File: src/rtl/img_pkg.sv
// Shared image-pipeline definitions: default frame geometry, BT.601-style
// luma coefficients (8-bit fixed point) and pixel types.
package img_pkg;

    localparam int unsigned IMG_WIDTH  = 640;
    localparam int unsigned IMG_HEIGHT = 480;

    // Coefficients sum to 256, so full-scale white maps exactly to 255.
    localparam int unsigned COEF_R   = 77;
    localparam int unsigned COEF_G   = 150;
    localparam int unsigned COEF_B   = 29;
    localparam int unsigned LUMA_RND = 0;

    typedef struct packed {
        logic [7:0] r;
        logic [7:0] g;
        logic [7:0] b;
    } rgb_t;

    typedef logic [7:0] gray_t;

endpackage

File: src/rtl/axis_skid_buffer.sv
// Two-entry AXI4-Stream skid buffer: an output register plus a holding
// register. s_ready is registered and is high exactly when the holding
// register is empty, so upstream sees no combinational path from m_ready.
module axis_skid_buffer #(
    parameter int unsigned DATA_W = 24,
    parameter int unsigned KEEP_W = 3
) (
    input  logic              clk,
    input  logic              rstn,
    input  logic [DATA_W-1:0] s_data,
    input  logic [KEEP_W-1:0] s_keep,
    input  logic              s_last,
    input  logic              s_valid,
    output logic              s_ready,
    output logic [DATA_W-1:0] m_data,
    output logic [KEEP_W-1:0] m_keep,
    output logic              m_last,
    output logic              m_valid,
    input  logic              m_ready
);

    localparam int unsigned BEAT_W = DATA_W + KEEP_W + 1;

    logic [BEAT_W-1:0] in_beat;
    logic [BEAT_W-1:0] hold_beat;
    logic [BEAT_W-1:0] out_beat;
    logic              hold_valid;
    logic              accept;

    assign in_beat = {s_data, s_keep, s_last};
    assign accept  = s_valid && s_ready;
    assign {m_data, m_keep, m_last} = out_beat;

    // Output register loads only when downstream advances; a beat accepted
    // during a stall parks in the holding register and drains first.
    always_ff @(posedge clk) begin
        if (!rstn) begin
            m_valid    <= 1'b0;
            out_beat   <= '0;
            hold_valid <= 1'b0;
            hold_beat  <= '0;
            s_ready    <= 1'b0;
        end else if (m_ready) begin
            m_valid    <= hold_valid || accept;
            out_beat   <= hold_valid ? hold_beat : in_beat;
            hold_valid <= 1'b0;
            s_ready    <= 1'b1;
        end else if (accept) begin
            hold_valid <= 1'b1;
            hold_beat  <= in_beat;
            s_ready    <= 1'b0;
        end else begin
            s_ready    <= !hold_valid;
        end
    end

endmodule

File: src/rtl/rgb2gray_stream.sv
// RGB888 -> 8-bit luma AXI4-Stream stage with frame position tracking and
// tlast framing checks. One pixel per clock, 3-cycle pipeline
// (skid output register, product register, sum/output register).
// Build option RGB2GRAY_TLAST_REGEN_EN: output tlast is regenerated from the
// frame position instead of passed through, and early tlast no longer
// resynchronises the position counters.
module rgb2gray_stream
    import img_pkg::*;
#(
    parameter int unsigned WIDTH  = IMG_WIDTH,
    parameter int unsigned HEIGHT = IMG_HEIGHT
) (
    input  logic        clk,
    input  logic        rstn,
    input  logic [23:0] s_axis_tdata,
    input  logic [2:0]  s_axis_tkeep,
    input  logic        s_axis_tlast,
    input  logic        s_axis_tvalid,
    output logic        s_axis_tready,
    output logic [7:0]  m_axis_tdata,
    output logic        m_axis_tkeep,
    output logic        m_axis_tlast,
    output logic        m_axis_tvalid,
    input  logic        m_axis_tready,
    output logic        frame_done,
    output logic        err_tlast_early,
    output logic        err_tlast_late
);

    localparam int unsigned PW = $clog2(WIDTH);
    localparam int unsigned LW = $clog2(HEIGHT);
    localparam logic [PW-1:0] PIX_LAST  = PW'(WIDTH - 1);
    localparam logic [LW-1:0] LINE_LAST = LW'(HEIGHT - 1);

`ifdef RGB2GRAY_TLAST_REGEN_EN
    localparam bit TLAST_REGEN = 1'b1;
`else
    localparam bit TLAST_REGEN = 1'b0;
`endif

    logic [23:0]   sk_data;
    logic [2:0]    sk_keep;
    logic          sk_last;
    logic          sk_valid;
    logic          adv;
    logic          sk_fire;
    rgb_t          px;

    logic [PW-1:0] pix_cnt;
    logic [LW-1:0] line_cnt;
    logic          last_pix;
    logic          tlast_early;
    logic          tlast_late;

    logic          s1_valid;
    logic [15:0]   s1_pr;
    logic [15:0]   s1_pg;
    logic [15:0]   s1_pb;
    logic [2:0]    s1_keep;
    logic          s1_last;
    logic          s1_lp;
    logic [16:0]   sum;
    gray_t         y;
    logic          m_lp;

    assign adv     = !m_axis_tvalid || m_axis_tready;
    assign sk_fire = sk_valid && adv;
    assign px      = rgb_t'(sk_data);

    axis_skid_buffer #(
        .DATA_W (24),
        .KEEP_W (3)
    ) u_skid (
        .clk     (clk),
        .rstn    (rstn),
        .s_data  (s_axis_tdata),
        .s_keep  (s_axis_tkeep),
        .s_last  (s_axis_tlast),
        .s_valid (s_axis_tvalid),
        .s_ready (s_axis_tready),
        .m_data  (sk_data),
        .m_keep  (sk_keep),
        .m_last  (sk_last),
        .m_valid (sk_valid),
        .m_ready (adv)
    );

    assign last_pix    = (pix_cnt == PIX_LAST) && (line_cnt == LINE_LAST);
    assign tlast_early = sk_last && !last_pix;
    assign tlast_late  = last_pix && !sk_last;

    // Position of the beat entering stage 1; early tlast resyncs to (0,0).
    always_ff @(posedge clk) begin
        if (!rstn) begin
            pix_cnt  <= '0;
            line_cnt <= '0;
        end else if (sk_fire) begin
            if (!TLAST_REGEN && tlast_early) begin
                pix_cnt  <= '0;
                line_cnt <= '0;
            end else if (pix_cnt == PIX_LAST) begin
                pix_cnt  <= '0;
                line_cnt <= (line_cnt == LINE_LAST) ? '0 : line_cnt + LW'(1);
            end else begin
                pix_cnt  <= pix_cnt + PW'(1);
            end
        end
    end

    // Sticky framing error flags, cleared only by reset.
    always_ff @(posedge clk) begin
        if (!rstn) begin
            err_tlast_early <= 1'b0;
            err_tlast_late  <= 1'b0;
        end else if (sk_fire) begin
            if (tlast_early) err_tlast_early <= 1'b1;
            if (tlast_late)  err_tlast_late  <= 1'b1;
        end
    end

    // Stage 1: weighted channel products plus sideband.
    always_ff @(posedge clk) begin
        if (!rstn) begin
            s1_valid <= 1'b0;
            s1_pr    <= '0;
            s1_pg    <= '0;
            s1_pb    <= '0;
            s1_keep  <= '0;
            s1_last  <= 1'b0;
            s1_lp    <= 1'b0;
        end else if (adv) begin
            s1_valid <= sk_valid;
            s1_pr    <= 16'(COEF_R) * 16'(px.r);
            s1_pg    <= 16'(COEF_G) * 16'(px.g);
            s1_pb    <= 16'(COEF_B) * 16'(px.b);
            s1_keep  <= sk_keep;
            s1_last  <= TLAST_REGEN ? last_pix : sk_last;
            s1_lp    <= last_pix;
        end
    end

    assign sum = 17'(s1_pr) + 17'(s1_pg) + 17'(s1_pb) + 17'(LUMA_RND);
    assign y   = 8'(sum >> 8);

    // Stage 2: output register, held while the sink stalls.
    always_ff @(posedge clk) begin
        if (!rstn) begin
            m_axis_tvalid <= 1'b0;
            m_axis_tdata  <= '0;
            m_axis_tkeep  <= 1'b0;
            m_axis_tlast  <= 1'b0;
            m_lp          <= 1'b0;
        end else if (adv) begin
            m_axis_tvalid <= s1_valid;
            m_axis_tdata  <= y;
            m_axis_tkeep  <= &s1_keep;
            m_axis_tlast  <= s1_last;
            m_lp          <= s1_lp;
        end
    end

    // One-cycle pulse after the last pixel of a frame handshakes out.
    always_ff @(posedge clk) begin
        if (!rstn) begin
            frame_done <= 1'b0;
        end else begin
            frame_done <= m_axis_tvalid && m_axis_tready && m_lp;
        end
    end

endmodule

File: config.mk
export PLATFORM = sky130hd
export DESIGN_NAME = rgb2gray_stream
export DESIGN_NICKNAME = d
export VERILOG_FILES = /design/src/rtl/img_pkg.sv /design/src/rtl/axis_skid_buffer.sv /design/src/rtl/rgb2gray_stream.sv
export SDC_FILE = /design/constraint.sdc
export NUM_CORES = 1
export LEC_CHECK = 0
export ABC_CLOCK_PERIOD_IN_PS = 7350
export CAP_MARGIN = 0
export CORE_ASPECT_RATIO = 1.2
export CORE_MARGIN = 4
export CORE_UTILIZATION = 40
export DETAILED_ROUTE_END_ITERATION = 8
export GPL_TIMING_DRIVEN = 0
export PLACE_DENSITY = 0.66
export SYNTH_ARGS = -nofsm -noshare
export SYNTH_HDL_FRONTEND = slang
export SYNTH_SLANG_ARGS = --single-unit
File: constraint.sdc
create_clock -name clk -period 7.35 [get_ports clk]
set_clock_uncertainty 0.1 [all_clocks]
set_input_delay 1.47 -clock clk [delete_from_list [all_inputs] [get_ports clk]]
set_output_delay 1.47 -clock clk [all_outputs]
set_load 0.05 [all_outputs]
# Word-level counts from Yosys, hierarchy flattened
# Index checks and enable logic that the tools add are counted.
[word_totals]
ff_bits = 142
latch_bits = 0
ram_bits = 0
mem_bits_ro = 0
in_bits = 32
output_inout_bits = 15
n_memories = 0
[classes]
n_addsub = 4
multipliers = 3
n_div = 0
magnitude_cmp = 0
eq_ne = 2
n_shift = 0
muxes = 8
bitwise_logic = 2
reduce_logical = 20
[ops]
columns = ["cell", "n"]
rows = [
  ["multiplier 7 x 8 -> 15 bit, first input constant", 2],
  ["two-way mux 28 bit", 1],
  ["two-way mux 9 bit", 3],
  ["two-way mux 10 bit", 2],
  ["adder 15 x 16 -> 16 bit", 1],
  ["adder 16 x 13 -> 16 bit", 1],
  ["multiplier 5 x 8 -> 13 bit, first input constant", 1],
  ["adder 10 x 1 -> 10 bit, second input constant", 1],
  ["== test 10 bit, second input constant", 1],
  ["adder 9 x 1 -> 9 bit, second input constant", 1],
  ["== test 9 bit, second input constant", 1],
  ["AND reduction 2 bit", 4],
  ["logical AND 1 bit", 7],
  ["logical NOT 1 bit", 4],
  ["AND reduction 3 bit", 1],
  ["logical OR 1 bit", 2],
  ["two-way mux 1 bit", 2],
  ["inverter 1 bit", 2],
  ["nonzero test 2 bit", 1],
  ["OR reduction 2 bit", 1],
]

# Longest topological paths before layout
# Gate-level depths: netlist of the first run.
[depth]
ltp_word = 6
depth_mapped = 14
depth_no_buf = 14

# By module
# Synthesis of the first run repeated with hierarchy kept, for this count alone.
[hier_totals]
hier_cells = 1033
area_unflattened_um2 = 9243.9
[by_module_without_submodules]
columns = ["module", "n_inst", "cells_per_inst", "area_per_inst_um2"]
rows = [
  ["rgb2gray_stream", 1, 777, 6837.8],
  ["axis_skid_buffer", 1, 256, 2406.1],
]

# Least setup slack after synthesis of the first run
# Ideal clock, no wire load.
[synth_path]
kind = "register -> register"
from = "register u_skid.out_beat[16]"
to = "register s1_pg[15]"
arrival_time_ps = 3318
required_ps = 7117
slack_ps = 3800
stages_incl_launch_ff = 14
path_cell_list = "dfxtp_1 ha_1 ha_1 inv_1 fa_1 fa_1 inv_1 ha_1 o21a_1 o21a_1 o32ai_2 o21ai_2 a2111oi_2 nor4_1"
[synth_via]
elab_chain_cells = 1
[synth_rtl]
columns = ["item", "line_no", "text"]
rows = [
  ["start, declared", "axis_skid_buffer.sv:26", "logic [BEAT_W-1:0] out_beat;"],
  ["start signal, assigned", "axis_skid_buffer.sv:45", "out_beat <= hold_valid ? hold_beat : in_beat;"],
  ["multiplier 7 x 8 -> 15 bit", "rgb2gray_stream.sv:134", "s1_pg <= 16'(COEF_G) * 16'(px.g);"],
  ["end signal, assigned", "rgb2gray_stream.sv:134", ""],
  ["end, declared", "rgb2gray_stream.sv:57", "logic [15:0] s1_pg;"],
]
# No other way between the ends.
# A chain may end at the register's enable or synchronous reset.

# Worst setup path in the final report of the first run
[layout_path]
from = "register u_skid.out_beat[27]"
to = "register s1_pr[14]"
[layout_via]
elab_chain_cells = 1
[layout_rtl]
columns = ["item", "line_no", "text"]
rows = [
  ["multiplier 7 x 8 -> 15 bit", "rgb2gray_stream.sv:133", "s1_pr <= 16'(COEF_R) * 16'(px.r);"],
  ["end signal, assigned", "rgb2gray_stream.sv:133", ""],
  ["end, declared", "rgb2gray_stream.sv:56", "logic [15:0] s1_pr;"],
]
# No other way between the ends.

==> results of run 1 <==
==> routing by layer <==
metal | up-vias | routed length [um]
met5 | - | 0
met4 | 0 | 620
met3 | 48 | 796
met2 | 134 | 10910
met1 | 3520 | 9960
li1 | 3701 | -
==> sequential cells by signal, indices dropped and copies added, names as in the netlist, 3 cells and up <==
register and count:
s1_pb 13, line_cnt 9, m_axis_tdata 8, u_skid.out_beat 28, s1_pr 15, s1_keep 3
pix_cnt 10, u_skid.hold_beat 28, s1_pg 15
==> critical path: cells and delay by family (launching register included) <==
kind / cells / cell delay, ns
flip-flops: 1 / 0.54
adder cells (fa/ha/maj): 5 / 1.68
buffers and inverters: 3 / 0.28
AND/OR/NAND/NOR: 3 / 0.30
AO/OA/AOI/OAI: 3 / 0.88
==> worst paths after layout <==
| check | startpoint | endpoint | slack (ns) | cells after the start |
|---|---|---|---|---|
| setup / recovery | u_skid.out_beat[27] | s1_pr[14] | 3.45 | 14 |
| setup reg to reg | u_skid.out_beat[27] | s1_pr[14] | 3.45 | 14 |
| hold / removal | m_axis_tlast | m_axis_tlast | 0.35 | 2 |
| hold reg to reg | m_axis_tlast | m_axis_tlast | 0.35 | 2 |
==> stage by stage <==
step	setup slack [ns]	cells	utilization, %
final	3.446	1376	47.48
after global routing	3.162	1376	47.48
after detailed placement	3.427	1344	44.62
after global placement	3.478	1344	44.62
after floorplan	3.800	1024	-
after CTS	3.409	1376	47.48
==> synthesized netlist by cell type, types with 2 or more instances <==
cell                        number
sky130_fd_sc_hd__dfxtp_1       142
sky130_fd_sc_hd__nand2_1       142
sky130_fd_sc_hd__ha_1          115
sky130_fd_sc_hd__a21oi_1        99
sky130_fd_sc_hd__nor2_1         76
sky130_fd_sc_hd__inv_1          69
sky130_fd_sc_hd__a211oi_1       44
sky130_fd_sc_hd__fa_1           38
sky130_fd_sc_hd__o21ai_0        35
sky130_fd_sc_hd__nand3_1        32
sky130_fd_sc_hd__clkbuf_1       30
sky130_fd_sc_hd__mux2i_1        30
sky130_fd_sc_hd__xor2_1         18
sky130_fd_sc_hd__nand4_1        16
sky130_fd_sc_hd__xnor2_1        16
sky130_fd_sc_hd__buf_2          11
sky130_fd_sc_hd__nor3_1         11
sky130_fd_sc_hd__a21o_1          8
sky130_fd_sc_hd__o21a_1          8
sky130_fd_sc_hd__and3_1          7
sky130_fd_sc_hd__or3_1           7
sky130_fd_sc_hd__buf_1           6
sky130_fd_sc_hd__nand2b_1        5
sky130_fd_sc_hd__o211ai_1        5
sky130_fd_sc_hd__a31oi_1         3
sky130_fd_sc_hd__and2_1          3
sky130_fd_sc_hd__and4_1          3
sky130_fd_sc_hd__nor3b_1         3
sky130_fd_sc_hd__a2111oi_0       2
sky130_fd_sc_hd__a211o_1         2
sky130_fd_sc_hd__a211oi_2        2
sky130_fd_sc_hd__a32o_1          2
sky130_fd_sc_hd__buf_4           2
sky130_fd_sc_hd__nand4_2         2
sky130_fd_sc_hd__o21bai_1        2
sky130_fd_sc_hd__o22ai_1         2
sky130_fd_sc_hd__o31ai_1         2
==> placed cells by master (no fill, tap or decap), drive strengths merged, types with 11 or more instances in the layout <==
cell             n
ha             115
mux2i           30
nor2            77
xor2            18
a211oi          46
clkdlybuf4s50   46
nand4           18
nand3           33
nor3            11
a21oi           99
fa              38
clkbuf          48
o21ai           37
dfxtp          142
xnor2           16
nand2          142
inv             79
buf             19
==> cell type report <==
cell class	instances	area, um^2	area share, %
inverters	70	262.8	2.524
repair buffers	46	460.4	4.423
plain buffers	49	205.2	1.971
clock buffers	18	439.2	4.219
well taps	274	342.8	3.293
flip-flops and latches	142	2843	27.31
clock inverters	14	187.7	1.803
multi-input cells	763	5669	54.46
==> kinds of logic after synthesis <==
group           after synthesis  share of synthesized area, %
simple gates                316                         15.98
flops                       142                         31.66
fa+ha+maj                   153                         24.49
compound gates              230                         16.00
xor+xnor                     34                         3.316
buf+inv                     119                         5.211
mux                          30                         3.344
==> report_power, final <==
part / internal (mW) / leakage, nW / switching (mW)
sequential: 0.834 / 1.16 / 0.0586
combinational: 0.303 / 3.05 / 0.428
clock: 0.531 / 0.310 / 0.388
==> impl_summary.txt, run 1 <==
----------------------------------------------------
[Run status]
  Status ... complete, no violations

[Die]
  Site row count ... 59
  Starting Density ... 40.96%
  Die area ... 24920 um^2
  Horizontal extent of the die ... 144.8 um
  Die outline height ... 172.1 um
  Core area ... 21920 um^2
  Number of top-level design ports ... 47

[Place]
  Post-detailed-placement half-perimeter wirelength ... 17180 um
  Count of input and output buffers ... 46
  Final weighted congestion in routability-driven placement ... 0.8897
  Cell area after placement ... 9783 um^2

[Layout]
  Share of final-layout standard cells stronger than drive strength 1 ... 5.263%
  Final net count ... 1274
  Number of inserted filler cells in the final layout ... 2131
  Area of all placed cells without fillers ... 10410 um^2
  Number of diodes added for antenna fixing ... 0
  Layout overhead on the synthesized area ... 15.93%

[Timing]
  Endpoints failing hold ... 0
  Time the worst path needs with I/O delays and setup ... 3.904 ns
  Worst slew margin relative to its limit ... 44.39%
  Pins over their slew limit ... 0
  Share of the clock period used by the worst path ... 53.12%
  Actual slew at the worst max-slew pin ... 0.8341 ns
  # setup viols final ... 0
  Accumulated negative setup slack ... 0 ns
  Hold_ws ... 0.3542 ns
  Upper clock frequency limit ... 256.1 MHz
  Setup repair after global routing missed its margin ... no

[GRT]
  Global routing usage on met3 ... 3.071%
  Met2 capacity usage during global routing ... 32.00%
  Wire length of the first global-routing pass ... 36590 um
  Maximum number of pins on one net before global-route repair ... 17
  Via count of the first global-routing pass ... 7366
  Number of antenna violations at the first check in global routing ... 0
  Met1 demand-to-capacity share in global routing ... 23.20%
  Most used routing layer in global routing ... met2
  All-layer global routing usage ... 18.60%
  Total congestion overflow after global routing ... 0

[CTS]
  CTS Hold Bufs ... 0
  CTS tree ... done
  Clock transition time at the flip-flop clock pins of the worst setup and hold paths ... 0.06 ns
  Sink Count ... 142
  Number of clock buffers inserted by TritonCTS ... 17
  Clock root buffer ... sky130_fd_sc_hd__clkbuf_16
  Clk Latency, worst-skew pair ... 0.43 ns
  Max Root-Sink Buffers ... 2
  Maximum level of the CTS H-tree ... 4
  Number of buffers added for setup after CTS ... 0
  Gates resized, CTS repair ... 0

[Synth]
  Largest area contributor in the synthesized netlist ... sky130_fd_sc_hd__dfxtp_1
  Number of storage elements in the synthesis netlist ... 142
  Cells after Synth ... 1024
  Number of flops mapped to enable cells by yosys ... 0
  Total number of yosys warnings ... 0
  Async set or reset register ratio after synthesis ... 0%
  Netlist Area Pre-Place ... 8980 um^2
  Sequential fraction of the synthesis area ... 31.66%
  Top_reg_cell synth ... sky130_fd_sc_hd__dfxtp_1
  Post-Synthesis Net Count ... 1209
  Fraction of synthesized cell area taken by the top area cell type ... 31.66%
  Average cell area after synthesis ... 8.769 um^2
  Post-synth cell types ... 61
  Top area cells in the synthesized netlist ... sky130_fd_sc_hd__dfxtp_1 (32%), sky130_fd_sc_hd__ha_1 (16%), sky130_fd_sc_hd__fa_1 (8.5%), sky130_fd_sc_hd__nand2_1 (5.9%), sky130_fd_sc_hd__a21oi_1 (5.5%)

[Critical path]
  Ordered cell list for the critical path ... ha_1, ha_1, inv_1, fa_1, inv_1, ha_1, ha_1, clkbuf_1, nand4_1, nand2_1, a41oi_1, nand2_1, a2111oi_0, o32ai_1
  Biggest cell delay along the critical path ... 0.54 ns
  Critical path start-end classification ... register to register
  Cell with the largest stage delay on the worst path ... sky130_fd_sc_hd__dfxtp_1
  Cell type with the highest occurrence count on the critical path ... sky130_fd_sc_hd__ha_1
  CP endpoint kind ... register
  Largest fanout on the critical path ... 7
  Data required time of the critical path ... 7.52 ns
  Critical path startpoint category ... register
  Worst EP arrival ... 4.08 ns

[Power]
  Overall power after layout ... 2.542 mW
  Leak Pwr ... 4.529 nW
  Worst supply voltage drop on vdd ... 0.1453 mV
  Power per unit of standard cell area ... 244.2 nW/um^2

[Worst hold path]
  Worst hold path type ... register to register

[Drt]
  Aggregate routed wire length ... 22280 um
  Routed WL per cell ... 16.19 um
  Total vias in the final route ... 7403
  Detailed-route vias per instance ... 5.380
  First-pass detailed-route iteration total ... 5
  DR DRC count ... 0
  Remaining number of nets flagged by the antenna check after routing ... 0
  Number of DRC violations after detailed-routing iteration 0 ... 406

[Flow run]
  Count of max-cap constraint violations ... 0

----------------------------------------------------
Note: power is estimated with default switching activity, not from simulation.
==> inputs of run 2 (changes only) <==
- ABC_CLOCK_PERIOD_IN_PS: 7350 -> 3600
- clock period: 7.35 -> 3.6 ns (I/O delays scaled with it)
==> run 2 against run 1 <==
Against the previous run: first-iteration DRC count down 3.7%; total power up 110%; sequential cell count unchanged; largest power group unchanged; critical path depth down 2; clock-buffer cell count unchanged; final cell count up 0.80%; register-to-register slack worse by 3.3 ns; wire length up 2.2%; utilization up 1.3 points; worst setup slack worse by 3.3 ns.
==> impl_summary.txt, run 2 (synthesis gave the netlist of run 1 again) <==
----------------------------------------------------
[Critical path]
  FF-to-FF setup slack ... 0.13 ns
  Beginning of the worst register-to-register path ... u_skid.out_beat[16]
  Depth of the worst register-to-register path ... 12
  CP endpoint kind ... register
  Critical path start-end classification ... register to register
  Worst EP arrival ... 3.65 ns
  Worst R2R End ... s1_pg[15]
  Critical path startpoint category ... register
  Largest fanout on the critical path ... 5
  Data required time of the critical path ... 3.78 ns

[GRT]
  Via count of the first global-routing pass ... 7427
  Total congestion overflow after global routing ... 0
  All-layer global routing usage ... 18.84%
  Maximum number of pins on one net before global-route repair ... 17
  Number of antenna violations at the first check in global routing ... 0
  Wire length of the first global-routing pass ... 37030 um

[CTS]
  CTS Hold Bufs ... 0
  Clock root buffer ... sky130_fd_sc_hd__clkbuf_16
  Number of clock buffers inserted by TritonCTS ... 17
  Sink Count ... 142
  CTS tree ... done
  Max Root-Sink Buffers ... 2
  Clk Latency, worst-skew pair ... 0.43 ns
  Maximum level of the CTS H-tree ... 4
  Clock transition time at the flip-flop clock pins of the worst setup and hold paths ... 0.07 ns

[Drt]
  Detailed-route vias per instance ... 5.384
  First-pass detailed-route iteration total ... 5
  Number of DRC violations after detailed-routing iteration 0 ... 391
  DR DRC count ... 0
  Aggregate routed wire length ... 22780 um
  Remaining number of nets flagged by the antenna check after routing ... 0
  Routed WL per cell ... 16.43 um
  Total vias in the final route ... 7467

[Power]
  Worst supply voltage drop on vdd ... 0.2986 mV
  Leak Pwr ... 4.602 nW
  Overall power after layout ... 5.281 mW
  Power per unit of standard cell area ... 494.0 nW/um^2

[Layout]
  Share of final-layout standard cells stronger than drive strength 1 ... 9.344%
  Top library cells by usage in the layout, fill and taps aside ... sky130_fd_sc_hd__nand2_1 (141), sky130_fd_sc_hd__dfxtp_1 (127), sky130_fd_sc_hd__ha_1 (109), sky130_fd_sc_hd__a21oi_1 (97), sky130_fd_sc_hd__nor2_1 (75)
  Largest registers ... u_skid.hold_beat: 28 flops, u_skid.out_beat: 28 flops
  Most common cell after layout, fill and taps aside ... sky130_fd_sc_hd__nand2_1
  Number of diodes added for antenna fixing ... 0
  Layout overhead on the synthesized area ... 19.05%
  Final net count ... 1285

[Place]
  Post-detailed-placement half-perimeter wirelength ... 17180 um
  Worst setup slack after placement ... -0.3228 ns
  Count of input and output buffers ... 46
  Final weighted congestion in routability-driven placement ... 0.8897

[Timing]
  Share of the clock period used by the worst path ... 96.39%
  Worst slew margin relative to its limit ... 44.32%
  Pins over their slew limit ... 0
  Post-layout worst setup margin ... 0.1300 ns
  Upper clock frequency limit ... 288.2 MHz
  Time the worst path needs with I/O delays and setup ... 3.470 ns
  # setup viols final ... 0
  Actual slew at the worst max-slew pin ... 0.8351 ns
  Endpoints failing hold ... 0

[Die]
  Site row count ... 59
  Number of top-level design ports ... 47
  Die outline height ... 172.1 um
  Core area ... 21920 um^2
  Die area ... 24920 um^2
  Starting Density ... 40.96%
  Horizontal extent of the die ... 144.8 um

[Worst hold path]
  Hold worst-path end ... m_axis_tkeep
  Hold path start ... m_axis_tkeep
  Hold depth ... 2
  Worst hold path type ... register to register

[Run status]
  Status ... complete, no violations

[Flow run]
  Count of max-cap constraint violations ... 0

----------------------------------------------------
[run 2: where the power goes]
group	total (mW)	internal (mW)	switching, mW
clock network	1.87	1.08	0.790
logic	1.59	0.676	0.911
registers	1.82	1.70	0.119
total	5.28	3.46	1.82
[run 2: cell type report]
cell class	instances	area, um^2
Clock buffer	18	439.2
Fill cell	2098	11230
Sequential cell	142	2884
Inverter	70	262.8
Multi-Input combinational cell	763	5822
Buffer	48	201.4
Tap cell	274	342.8
Timing Repair Buffer	58	550.5
Clock inverter	14	187.7
[run 2: how the worst max path moves through the flow]
stage	slack, ns	start	end
global placement	-0.27	u_skid.out_beat[27]	s1_pr[14]
CTS	0.01	u_skid.out_beat[17]	s1_pg[15]
finish	0.13	u_skid.out_beat[16]	s1_pg[15]
floorplan	0.05	u_skid.out_beat[16]	s1_pg[15]
detailed placement	-0.32	u_skid.out_beat[27]	s1_pr[14]
global route	-0.01	u_skid.out_beat[5]	s1_pb[9]
[run 2: timing repair]
| item | in CTS | in global routing |
|---|---|---|
| pin swaps | 5 | 19 |
| setup endpoints to repair | 8 | 15 |
| cloned | 0 | 0 |
| setup buffers | 2 | 10 |
| gates resized for setup | 21 | 32 |
[run 2: worst max-delay path, cell delays in order (launching register included)]
cell and delay (ns):
sky130_fd_sc_hd__dfxtp_4 0.37, sky130_fd_sc_hd__ha_4 0.23, sky130_fd_sc_hd__ha_1 0.26, sky130_fd_sc_hd__inv_1 0.05, sky130_fd_sc_hd__fa_1 0.47, sky130_fd_sc_hd__fa_1 0.49, sky130_fd_sc_hd__inv_1 0.06, sky130_fd_sc_hd__ha_4 0.18
sky130_fd_sc_hd__a211o_1 0.31, sky130_fd_sc_hd__o32ai_4 0.26, sky130_fd_sc_hd__o21ai_2 0.10, sky130_fd_sc_hd__a2111oi_2 0.36, sky130_fd_sc_hd__nor4_1 0.09
[run 2: routing by layer]
| layer | track usage (%) | routed length [um] | vias up |
|---|---|---|---|
| met4 | 6.653 | 522 | 0 |
| met2 | 32.46 | 11370 | 151 |
| met1 | 23.44 | 9993 | 3554 |
| li1 | - | - | 3725 |
| met3 | 3.568 | 895 | 37 |
| met5 | 0 | 0 | - |
[run 2: metrics by stage]
| stage | cells | hold slack [ns] | util (%) | TNS, ns | area [um^2] |
|---|---|---|---|---|---|
| 6_report | 1387 | 0.3541 | 48.76 | 0 | 10690 |
| 5_1_grt | 1387 | 0.3698 | 48.76 | -0.01878 | 10690 |
| 4_1_cts | 1378 | 0.3519 | 47.91 | 0 | 10510 |
| 3_5_place_dp | 1344 | 0.3440 | 44.62 | -0.9968 | 9783 |
| 3_3_place_gp | 1344 | 0.3391 | 44.62 | -0.7184 | 9783 |
| 2_1_floorplan | 1024 | 0.3278 | - | 0 | 8980 |
